==> src/rtl/atm_ledger_arbiter.sv <==
// atm_ledger_arbiter: round-robin arbiter that lets NUM_TERM ATM terminals share one
// ledger RAM. Each granted terminal gets one atomic read-check-write transaction.
module atm_ledger_arbiter #(
  parameter int NUM_TERM = 4,
  parameter int AW       = 10,
  parameter int DW       = 10
) (
  input  logic                   clock,
  input  logic                   reset_n,
  input  logic [NUM_TERM-1:0]    req,
  input  logic [2*NUM_TERM-1:0]  op,
  input  logic [AW*NUM_TERM-1:0] acct,
  input  logic [AW*NUM_TERM-1:0] dest,
  input  logic [DW*NUM_TERM-1:0] amount,
  output logic [NUM_TERM-1:0]    gnt,
  output logic [NUM_TERM-1:0]    done,
  output logic                   ok,
  output logic [DW-1:0]          result_balance,
  output logic [AW-1:0]          mem_addr,
  output logic                   mem_we,
  output logic [DW-1:0]          mem_wdata,
  input  logic [DW-1:0]          mem_rdata
);

  localparam int PW = (NUM_TERM > 1) ? $clog2(NUM_TERM) : 1;

  localparam logic [1:0] OP_READ     = 2'b00;
  localparam logic [1:0] OP_WITHDRAW = 2'b01;
  localparam logic [1:0] OP_DEPOSIT  = 2'b10;
  localparam logic [1:0] OP_TRANSFER = 2'b11;

  typedef enum logic [2:0] {
    IDLE, RD_SRC, RD_DST, EVAL, WR_SRC, WR_DST, RESP
  } state_t;

  state_t state_q, state_d;

  logic [PW-1:0]       rr_ptr;
  logic [PW-1:0]       winner;
  logic                found;
  logic [1:0]          sel_op;
  logic [AW-1:0]       sel_acct, sel_dest;
  logic [DW-1:0]       sel_amt;

  logic [1:0]          op_q;
  logic [AW-1:0]       acct_q, dest_q;
  logic [DW-1:0]       amt_q;
  logic [DW-1:0]       src_bal, new_src, new_dst, result_q;
  logic                ok_q;
  logic [NUM_TERM-1:0] gnt_q;

  logic                eval_ok;
  logic [DW-1:0]       eval_src, eval_dst;
  logic [DW:0]         src_sum, dst_sum;

  // Round-robin search: first requester at or after rr_ptr, wrapping around.
  always_comb begin
    logic [PW-1:0] idx;
    idx    = '0;
    found  = 1'b0;
    winner = '0;
    for (int i = 0; i < NUM_TERM; i++) begin
      idx = PW'((int'(rr_ptr) + i) % NUM_TERM);
      if (!found && req[idx]) begin
        found  = 1'b1;
        winner = idx;
      end
    end
  end

  // Pick out the winning terminal's request fields so they can be latched.
  always_comb begin
    sel_op   = '0;
    sel_acct = '0;
    sel_dest = '0;
    sel_amt  = '0;
    for (int i = 0; i < NUM_TERM; i++) begin
      if (winner == PW'(i)) begin
        sel_op   = op[2*i +: 2];
        sel_acct = acct[AW*i +: AW];
        sel_dest = dest[AW*i +: AW];
        sel_amt  = amount[DW*i +: DW];
      end
    end
  end

  // Balance check: sums are one bit wider so an overflow shows up instead of wrapping.
  always_comb begin
    src_sum  = {1'b0, src_bal} + {1'b0, amt_q};
    dst_sum  = {1'b0, mem_rdata} + {1'b0, amt_q};
    eval_ok  = 1'b1;
    eval_src = src_bal;
    eval_dst = mem_rdata;
    case (op_q)
      OP_READ: begin
        eval_ok = 1'b1;
      end
      OP_WITHDRAW: begin
        eval_ok  = (amt_q <= src_bal);
        eval_src = src_bal - amt_q;
      end
      OP_DEPOSIT: begin
        eval_ok  = !src_sum[DW];
        eval_src = src_sum[DW-1:0];
      end
      default: begin
        eval_ok  = (acct_q != dest_q) && (amt_q <= src_bal) && !dst_sum[DW];
        eval_src = src_bal - amt_q;
        eval_dst = dst_sum[DW-1:0];
      end
    endcase
  end

  // State register; reset aborts any transaction in flight.
  always_ff @(posedge clock or negedge reset_n) begin
    if (!reset_n) state_q <= IDLE;
    else          state_q <= state_d;
  end

  // Every operation walks the same fixed sequence so latency is constant.
  always_comb begin
    state_d = state_q;
    case (state_q)
      IDLE:    if (found) state_d = RD_SRC;
      RD_SRC:  state_d = RD_DST;
      RD_DST:  state_d = EVAL;
      EVAL:    state_d = WR_SRC;
      WR_SRC:  state_d = WR_DST;
      WR_DST:  state_d = RESP;
      RESP:    state_d = IDLE;
      default: state_d = IDLE;
    endcase
  end

  // Transaction datapath: latch the request, capture balances, register the verdict.
  always_ff @(posedge clock or negedge reset_n) begin
    if (!reset_n) begin
      rr_ptr   <= '0;
      op_q     <= '0;
      acct_q   <= '0;
      dest_q   <= '0;
      amt_q    <= '0;
      src_bal  <= '0;
      new_src  <= '0;
      new_dst  <= '0;
      result_q <= '0;
      ok_q     <= 1'b0;
      gnt_q    <= '0;
    end else begin
      case (state_q)
        IDLE: begin
          if (found) begin
            op_q   <= sel_op;
            acct_q <= sel_acct;
            dest_q <= sel_dest;
            amt_q  <= sel_amt;
            gnt_q  <= NUM_TERM'(1) << winner;
            rr_ptr <= PW'((int'(winner) + 1) % NUM_TERM);
          end
        end
        RD_DST: src_bal <= mem_rdata;
        EVAL: begin
          ok_q     <= eval_ok;
          new_src  <= eval_src;
          new_dst  <= eval_dst;
          result_q <= eval_ok ? eval_src : src_bal;
        end
        RESP: gnt_q <= '0;
        default: ;
      endcase
    end
  end

  // Ledger port: one access per cycle, writes only in the two write states.
  always_comb begin
    mem_addr  = '0;
    mem_we    = 1'b0;
    mem_wdata = '0;
    case (state_q)
      RD_SRC: mem_addr = acct_q;
      RD_DST: mem_addr = dest_q;
      WR_SRC: begin
        mem_addr  = acct_q;
        mem_we    = ok_q && (op_q != OP_READ);
        mem_wdata = new_src;
      end
      WR_DST: begin
        mem_addr  = dest_q;
        mem_we    = ok_q && (op_q == OP_TRANSFER);
        mem_wdata = new_dst;
      end
      default: ;
    endcase
  end

  assign gnt            = gnt_q;
  assign done           = (state_q == RESP) ? gnt_q : '0;
  assign ok             = ok_q;
  assign result_balance = result_q;

endmodule

==> config.mk <==
export PLATFORM = sky130hd
export DESIGN_NAME = atm_ledger_arbiter
export DESIGN_NICKNAME = d
export VERILOG_FILES = /design/src/rtl/atm_ledger_arbiter.sv
export SDC_FILE = /design/constraint.sdc
export NUM_CORES = 1
export LEC_CHECK = 0
export ABC_AREA = 1
export CORE_ASPECT_RATIO = 1.1
export CORE_MARGIN = 5
export CORE_UTILIZATION = 40
export DETAILED_ROUTE_END_ITERATION = 10
export PLACE_DENSITY = 0.69
export REMOVE_ABC_BUFFERS = 1
export SETUP_SLACK_MARGIN = 0.15
export SLEW_MARGIN = 20
export SYNTH_ARGS = -nofsm -noshare
export SYNTH_HDL_FRONTEND = slang
export SYNTH_SLANG_ARGS = --single-unit
==> constraint.sdc <==
create_clock -name clock -period 5.9 [get_ports clock]
set_clock_uncertainty 0.2 [all_clocks]
set_input_delay 1.475 -clock clock [delete_from_list [all_inputs] [get_ports clock]]
set_output_delay 1.475 -clock clock [all_outputs]
set_load 0.05 [all_outputs]
# Yosys cells after proc, flatten, opt, wreduce, memory -nomap -nowiden
# Cells that the tools add are included.
[classes]
addsub = 7
order_cmp = 5
eq_ne = 14
shifts = 1
mux = 44
reduce_logical = 22
[ops]
columns = ["op", "n"]
rows = [
  ["two-way mux 10 bit", 14],
  ["one-hot mux 10 bit (2 select lines)", 3],
  ["adder 10 x 10 -> 11 bit", 2],
  ["one-hot mux 3 bit (6 select lines)", 1],
  ["two-way mux 2 bit", 8],
  ["< comparator 2 x 3 -> 1 bit, second input constant", 4],
  ["less-or-equal comparator 10 bit", 1],
  ["inequality test 10 bit", 1],
  ["subtractor 10 bit", 1],
  ["equality test 3 bit, second input constant", 3],
  ["binary-select mux 1 bit (select 2 bit)", 4],
  ["equality test 2 bit, second input constant", 4],
  ["two-way mux 1 bit", 8],
  ["two-way mux 4 bit", 2],
  ["one-hot mux 4 bit (2 select lines)", 1],
  ["logical AND 1 bit", 7],
  ["equality test 3 x 2 -> 1 bit, second input constant", 2],
  ["logical NOT 1 bit", 5],
  ["adder 2 x 1 -> 2 bit, second input constant", 2],
  ["adder 2 bit, second input constant", 2],
  ["equality test 2 x 1 -> 1 bit, second input constant", 2],
  ["logical NOT 2 bit", 2],
  ["AND reduction 2 bit", 2],
  ["nonzero test 2 bit", 2],
  ["9 further kinds", 10],
]
[word_totals]
regBits = 82
input_bits = 144
out_inout_bits = 40
wordCells = 105

# Logic depth before layout (Yosys ltp)
# Gate-level depths: netlist (run 1).
[depth]
depth_word = 17
mapped_depth = 21

# Least setup slack after synthesis (run 1)
# OpenSTA, ideal clock, no wires.
[synth_timing]
path_kind = "register -> output"
start = "reg op_q[0]"
end = "out mem_we"
t_arrival_ns = 3.315
setup_slack_ns = 0.910
path_stages_with_launch = 5
path_cell_list = "dfrtp_1 clkbuf_1 nor2_1 clkbuf_1 a2111oi_0"
[synth_between]
elab_chain_cells = 3
word_cells_on_any_way = 5
cone_classes = "eq/ne (1); mux (1); reduce/logical (3)"
[synth_rtl]
columns = ["item", "line_no", "source"]
rows = [
  ["start: declaration", "45", "logic [1:0] op_q;"],
  ["start signal: assignment", "153", "op_q <= sel_op;"],
  ["equality test 2 bit or nonzero test 2 bit (tied branches)", "189, 184", ""],
  ["logical AND 1 bit, on equally long branches", "189, 184", ""],
  ["one-hot mux 1 bit (2 select lines) (*)", "179", "case (state_q)"],
  ["end: declaration", "20", "output logic mem_we,"],
]
# Mark *: on every way between the ends. The rest lies on a longest branch, timed or not.

# Worst setup path in the final report (run 1)
[layout_timing]
start = "in req[2]"
end = "reg amt_q[9]"
[layout_between]
elab_chain_cells = 17
word_cells_on_any_way = 31
cone_classes = "eq/ne (3); mux (20); reduce/logical (8)"
[layout_rtl]
columns = ["item", "line_no", "source"]
rows = [
  ["start: declaration", "10", "input logic [NUM_TERM-1:0] req,"],
  ["binary-select mux 1 bit (select 2 bit)", "64", "if (!found && req[idx]) begin"],
  ["two-way mux 1 bit (not written as such)", "64", ""],
  ["two-way mux 1 bit", "64", ""],
  ["logical NOT 1 bit", "64", ""],
  ["logical AND 1 bit", "64", ""],
  ["two-way mux 1 bit", "64", ""],
  ["logical NOT 1 bit", "64", ""],
  ["logical AND 1 bit", "64", ""],
  ["two-way mux 1 bit", "64", ""],
  ["logical NOT 1 bit", "64", ""],
  ["logical AND 1 bit", "64", ""],
  ["two-way mux 2 bit", "64", ""],
  ["logical NOT 2 bit", "78", "if (winner == PW'(i)) begin"],
  ["two-way mux 10 bit (4 in series)", "78", ""],
  ["end signal: assignment", "156", "amt_q <= sel_amt;"],
  ["end: declaration", "47", "logic [DW-1:0] amt_q;"],
]
# Several ways; a longest one is shown, not always the timed one. The select of a mux whose other input is x is not followed.
# A chain may end at the register's enable or synchronous reset.

==> results summary, run 1 <==
The instance count of the mapped netlist came out at slightly above 1000. Counting along the longest clock path gives a buffer depth of 2. The biggest cell delay along the critical path came out at about 0.45 ns. The remaining antenna violation count is 0. The post-route setup TNS came out at 0 ns.

The count of antenna diodes in the layout came out at 0. The cell family contributing the most delay on the critical path is buffers and inverters. The count of H-tree levels built during CTS came out at 3. The critical path start-end classification is in2reg.

The total of buffers placed on input and output ports is 183. The number of slew-limit violations in the final report came to 0. The number of iterations in the first detailed-routing pass came out at 5. The commonest non-fill, non-tap cell in the layout is nand2_1.

The vias per cell came out at 5.275. The final worst-path setup slack is about 1.3 ns. For this run, global-route usage on met1 was measured as 0.2724. The critical path endpoint category is a register. The number of clock sinks came out at around 80. The number of cell instances on the worst register-to-register path came out at 19.

The number of setup buffers added after CTS is 0. STA classifies the critical path startpoint as an input pin. The largest net degree at the start of global routing is 83. Setup repair after global routing left no endpoint under its margin. The routed wire length is approximately 22 mm.

The number of cell rows is slightly below 50. The final weighted congestion in routability-driven placement came out at 0.9345. The signal on the critical path passes through clkdlybuf4s50_1 -> inv_1 -> o21ai_0 -> nand2_1 -> nand2_1 -> a21oi_1 -> or2_2 -> nand2_1 -> inv_1 -> nand2_1 -> inv_1 -> ha_1 -> buf_4 -> inv_1 -> buf_4 -> nand3_1 -> nand2_1 -> o21ai_0 -> o21ai_0 -> nand2_1 -> o21ai_1.

Counting buffers and inverters, the worst setup path is 21 cells deep. In this run the worst setup path terminates at amt_q[9]. The number of global-route vias before repair came to 7109. The worst slew margin relative to its limit came out at 0.4197. For this design, the slowest cell found on the critical path is clkdlybuf4s50_1. The final period demand of the worst path is 4.621 ns. At the worst endpoint, the arrival time is approximately 4.7 ns.

In the routed design, unresolved DRC markers number 0. The register bit total from synthesis came out at just over 80. For this configuration, the core starts out at a cell density of 0.4049. Each instance of the synthesized netlist takes up on average roughly 6.5 sq um.

The count of hold buffers inserted by post-cts repair is 0. The quantity of gates resized following cts is 0. The global-route wire length before repair came out at roughly 35 mm.

In this run the critical register-to-register path is captured at amt_q[9]. The number of endpoints with negative hold slack in the final report came to 0. The die outline area is approximately 0.019 sq mm. The worst setup path startpoint is req[2]. The number of antenna violations at the first check in global routing came out at 1. The synthesized netlist contains 35 unique library cells.

Of all nets on the critical path, the largest fanout is 33. The number of clock buffers added by TritonCTS is 9. In this run the most critical hold path is launched from new_dst[5]. The via count came out at 7264. The startpoint of the worst register-to-register path is rr_ptr[0]. The flow ran to the end, and the final reports show no timing, DRC or antenna violations. The core area is roughly 0.016 sq mm.

Of the synthesized area, sequential elements account for 0.3119. During I/O placement, the number of pins put on the boundary was 184. Setup violations remaining at the end of the flow were counted as 0. The clock reaches the later pin of the worst-skew pair after roughly 0.34 ns. The Yosys step of the flow raised 0 warnings. The total overflow reported by the global router came out at 0. Summing every instance area after synthesis gives between 0.006 and 0.007 sq mm. At the placement stage, the worst setup path has a slack of roughly 0.89 ns. The layout overhead on the synthesized area came out at 34.42%. The min-delay analysis places its worst path in the category reg2reg.

The share of cells above drive strength 1 is 0.03666. The layer flagged by global routing as most heavily used is met2. The root buffer cell chosen for the clock tree is clkbuf_16. The worst path required time came out at just under 6 ns. Clock-pin slew was measured on the worst setup and hold paths at 0.07 ns. The max-capacitance violation count is 0.

For this run, global-route usage on met2 was measured as 0.3977. By area the synthesized netlist is led by dfrtp_1, nand2_1, o21ai_0. The first-iteration detailed-routing DRC count came out at roughly 500.

Of all cell types, the one taking the most synthesized area is dfrtp_1. The library cells used most frequently in the layout, excluding fill and tap cells, are nand2_1, clkdlybuf4s50_1, o21ai_0. At the pin with the least slew margin, the transition time is roughly 0.87 ns. The most numerous cell type found on the critical path is nand2_1.

The wire length per cell is approximately 16 um. TritonCTS built the clock tree. The post-route fraction of the period consumed by the critical path came out at 0.7832. Of the post-synthesis cell area, the dominant cell type holds 0.3119. The half-perimeter wire length after detailed placement is between 15 and 20 mm. The number of nets in the finished design came out at 1349. The upper clock frequency limit is 0.2164 GHz.

The met3 global-route usage is 0.05567. The combined global-route utilization of all metal layers is 0.2274. The total buffers and inverters traversed by the critical path came out at 7. The width of the die is 132.3 um. In this run the vertical extent of the chip is roughly 140 um.

In this run the register-to-register setup slack is 2.32 ns. The worst hold path was traced through 2 stages. The final-layout fill cell count is roughly 1600.
-- layout make-up --
type                       instances  area [sq um]  area share
inverter                         119         447.9     0.05065
tap                              204         255.2     0.02886
timing repair buffer             195          1923      0.2175
multi-input combinational        761          3839      0.4341
clock buffer                       9         225.2     0.02547
clock inverter                     7         101.3     0.01146
sequential                        82          2052      0.2320
-- stage by stage --
stage / hold slack, ns / util / cell area, sq um / cells
finish: 0.2918 / 0.5443 / 8843 / 1377
global route: 0.3137 / 0.5443 / 8843 / 1377
CTS: 0.2894 / 0.5440 / 8838 / 1377
detailed placement: 0.2711 / 0.5239 / 8512 / 1361
global placement: 0.2684 / 0.5239 / 8512 / 1361
floorplan: 0.2492 / - / 6335 / 962
-- synth_stat cells --
| cell type | number |
|---|---|
| nand4_1 | 18 |
| fa_1 | 3 |
| dfrtp_1 | 82 |
| o21ai_1 | 20 |
| xnor2_2 | 1 |
| o21a_1 | 1 |
| inv_2 | 1 |
| inv_1 | 118 |
| xor2_1 | 2 |
| nand2_1 | 292 |
| xnor2_1 | 3 |
| nor2_2 | 1 |
| or2_2 | 2 |
| o22ai_1 | 17 |
| nand3_2 | 1 |
| o21ai_2 | 5 |
| clkbuf_2 | 1 |
| o211ai_1 | 5 |
| nor2_1 | 48 |
| ha_1 | 34 |
| nand3b_1 | 2 |
| a21oi_1 | 75 |
| nand2_4 | 1 |
| buf_6 | 3 |
| o21bai_1 | 6 |
| clkbuf_1 | 46 |
| nand2_2 | 1 |
| o221ai_1 | 1 |
| buf_1 | 2 |
| buf_2 | 5 |
| a2111oi_0 | 1 |
| and2_1 | 1 |
| o21ai_0 | 129 |
| nand3_1 | 87 |
| nor3_1 | 4 |
-- registers in the layout, indices dropped and copies added (netlist names), 3 cells and up --
register        count
gnt                 4
new_dst            10
acct_q             10
dest_q             10
amt_q              10
state_q             3
new_src            10
src_bal            10
result_balance     10
-- cell families after synthesis --
family                   Yosys count  synth area share
XOR/XNOR                           6          0.009131
AND/OR/NAND/NOR                  458            0.2906
adder cells (fa/ha/maj)           37           0.07379
AO/OA/AOI/OAI                    260            0.2096
flip-flops                        82            0.3119
buffers and inverters            176            0.1050
-- routing by layer --
layer  share of wire  wire, um  vias up
li1                -         -     3661
met1            0.40      8753     3302
met2            0.49     10620      254
met3           0.084      1825       45
met4           0.029       640        2
met5         0.00050        11        -
-- worst reg2reg max path, cell delays in order, from the launching register on --
cell and delay, ns:
dfrtp_1 0.51, o21ai_0 0.36, nand2_1 0.15, nand2_1 0.11, a21oi_1 0.05, or2_2 0.27, nand2_1 0.06, inv_1 0.05
nand2_1 0.10, inv_1 0.07, ha_1 0.19, buf_4 0.24, inv_1 0.11, buf_4 0.32, nand3_1 0.13, nand2_1 0.08
o21ai_0 0.06, o21ai_0 0.20, nand2_1 0.09, o21ai_1 0.12
-- worst min path at each step --
stage | endpoint
finish | new_dst[5]
global route | new_dst[5]
CTS | new_dst[5]
detailed placement | new_dst[5]
global placement | new_dst[9]
floorplan | new_dst[8]
Power of run 1 is not shown: default switching activity piles up to over one toggle a cycle in this logic, so the estimate is an artifact.
==> run 2: changes to the inputs <==
==> constraint.sdc (replaced) <==
create_clock -name clock -period 4.47 [get_ports clock]
set_clock_uncertainty 0.2 [all_clocks]
set_input_delay 1.1175 -clock clock [delete_from_list [all_inputs] [get_ports clock]]
set_output_delay 1.1175 -clock clock [all_outputs]
set_load 0.05 [all_outputs]
==> run 2 against run 1 <==
Sequential cell count is the same. Worst hold slack got worse by 0.0059 ns. Global-route usage shrank 0.18 points. Core utilization is 0.31 points higher. Critical path depth down 13. Worst setup slack worse by 0.96 ns.
==> results summary, run 2 (synthesis gave the netlist of run 1 again) <==
The largest net degree at the start of global routing came out at between 70 and 80. The count of antenna diodes in the layout is 0. Input and output buffers added on the ports amount to between 150 and 200. The effective utilization at floorplan came out at 0.4049. The final period demand of the worst path came out at 4.155 ns. The core area is 0.01625 sq mm. The vias per cell is approximately 5.2. Prior to clock tree synthesis, the placed netlist has a worst setup slack of approximately 0.19 ns. The final-layout fill cell count came out at about 1600. The worst register-to-register path begins at rr_ptr[0]. The commonest non-fill, non-tap cell in the layout is nand2_1. The post-CTS repair timing setup buffer count came out at 0. The flip-flop and latch area came out at 0.002052 sq mm. The vertical extent of the die came out at roughly 140 um. Setup repair after global routing left no endpoint under its margin. The cell family contributing the most delay on the critical path is buffers and inverters. The number of buffers created by CTS came out at 9. The top cell types in the final layout, fill and taps aside, are nand2_1, clkdlybuf4s50_1, o21ai_0. The critical path starts at state_q[2]. For this design, the slowest cell found on the critical path is clkdlybuf4s50_1. The critical path is of the reg2out type. In the final layout, the share of cells above drive strength 1 is 0.03908. The highest net fanout along the worst path came out at 7. Among the stages of the critical path, the cell type that occurs most often is nor2_1. The wire length per cell is 15.80 um.

The number of slew-limit violations in the final report came out at 0. The number of cell rows is 49. After clock tree synthesis, the clock-pin slew on the worst setup and hold paths is 0.06 ns. The number of endpoints with negative hold slack in the final report was 0.

The die covers between 0.015 and 0.02 sq mm. The run finished with clean final reports. The top-level I/O count came out at roughly 180. The worst slew margin relative to its limit came out at 0.3923. The clock tree synthesis step divided the H-tree into 3 levels. The total buffers and inverters traversed by the critical path is 4. TritonCTS built the clock tree. The number of antenna violations at the first check in global routing came to 1. The number of remaining DRC errors came out at 0. The critical path endpoint category is an output port. The width of the die came out at ~130 um.

The multi-input logic area came out at between 0.003 and 0.004 sq mm. In this run the remaining antenna-violating nets after routing total 0. The actual slew at the worst max-slew pin came out at slightly above 0.9 ns. The total overflow reported by the global router came out at 0. Data on the critical path is required at its endpoint by ~3.2 ns.

The first-iteration detailed-routing DRC count came out at between 500 and 600. The launching element type of the critical path is a register. The net count of the finished layout is between 1000 and 1500. Timing would allow up to between 0.2 and 0.25 GHz. The number of clock sinks came out at 82. The area growth from synthesis to layout is 35.18%.

The global-route wire length before repair is roughly 35 mm. The later pin in the worst-skew pair is clocked with a latency of 0.35 ns. The min-delay analysis places its worst path in the category reg2reg. The max-capacitance violation count came out at 0.

The half-perimeter wire length after detailed placement came out at 17.15 mm. The arrival time at the worst endpoint is between 2 and 3 ns. The post-route fraction of the period consumed by the critical path is 0.9296. Clock tree synthesis selected as its root buffer the cell clkbuf_16. The first detailed-routing pass took 5 iterations. The signal on the critical path passes through inv_1 -> nor2_1 -> inv_1 -> nor2_1 -> nor2_1 -> buf_4 -> o22ai_1 -> clkdlybuf4s50_1. In this run the most critical hold path is launched from new_dst[5]. The number of global-route vias before repair came to just under 7000. The congestion estimate from routability-driven global placement came to ~0.94. The number of placed instances, taps included is ~1400. The biggest cell delay along the critical path came out at about 0.85 ns. The final worst-path setup slack came out at roughly 0.31 ns. The number of buffers on the longest clock path came out at 2. The filler-free cell count of the finished design came out at 1381.

For this block, the via count after detailed routing is roughly 7200. The combined global-route utilization of all metal layers is 0.2256. The number of endpoints failing setup at the final stage is 0. The routed design has approximately 22 mm of wire.
-- run 2: metrics by stage --
step,util,setup TNS (ns),area [sq um],hold WS (ns)
after detailed placement,0.5293,0,8600,0.2683
final,0.5474,0,8894,0.2859
after global placement,0.5293,0,8600,0.2677
after global routing,0.5474,0,8894,0.2954
after CTS,0.5459,0,8869,0.2846
after floorplan,-,-0.05250,6335,0.2492
-- run 2: worst register-to-register path: stages (launching register included) --
cell and delay (ns):
dfrtp_1 0.52, xnor2_2 0.35, nand2_1 0.11, o21ai_2 0.10, nand3_2 0.10, nor2_2 0.15
nand2_1 0.09, o211ai_1 0.10, o21ai_0 0.18, inv_1 0.15, ha_1 0.25, inv_1 0.12
buf_12 0.18, o21ai_0 0.32, o21ai_0 0.14, nand2_1 0.10, o21ai_1 0.06
-- run 2: metal layers --
layer / part of all wire / track usage / vias to the layer above
met4: 0.030 / 0.09003 / 2
met5: 0.00050 / 0 / -
met1: 0.40 / 0.2707 / 3246
met3: 0.090 / 0.06159 / 48
li1: - / - / 3664
met2: 0.48 / 0.3868 / 277
-- run 2: worst paths after layout --
check	to	slack (ns)	cells after the start
worst max-delay path	mem_addr[4]	0.31	8
worst min-delay path	new_dst[5]	0.29	2
worst max register to register	acct_q[7]	1.17	16
worst min register to register	new_dst[5]	0.29	2
max in group asynchronous	amt_q[3]	2.64	2
min in group asynchronous	new_src[3]	0.70	1
-- run 2: layout make-up --
| type | instances | area share |
|---|---|---|
| multi-input combinational | 761 | 0.4328 |
| sequential | 82 | 0.2307 |
| timing repair buffer | 200 | 0.2273 |
| inverter | 119 | 0.05023 |
| tap | 204 | 0.02870 |
| clock buffer | 11 | 0.02729 |
| clock inverter | 4 | 0.002954 |
-- run 2: repair_timing --
item | CTS | global route
endpoints found under the setup margin | 0 | 8
hold buffers | 0 | 0
gates resized for setup | 0 | 7
Power of run 2 is left out for the same reason.
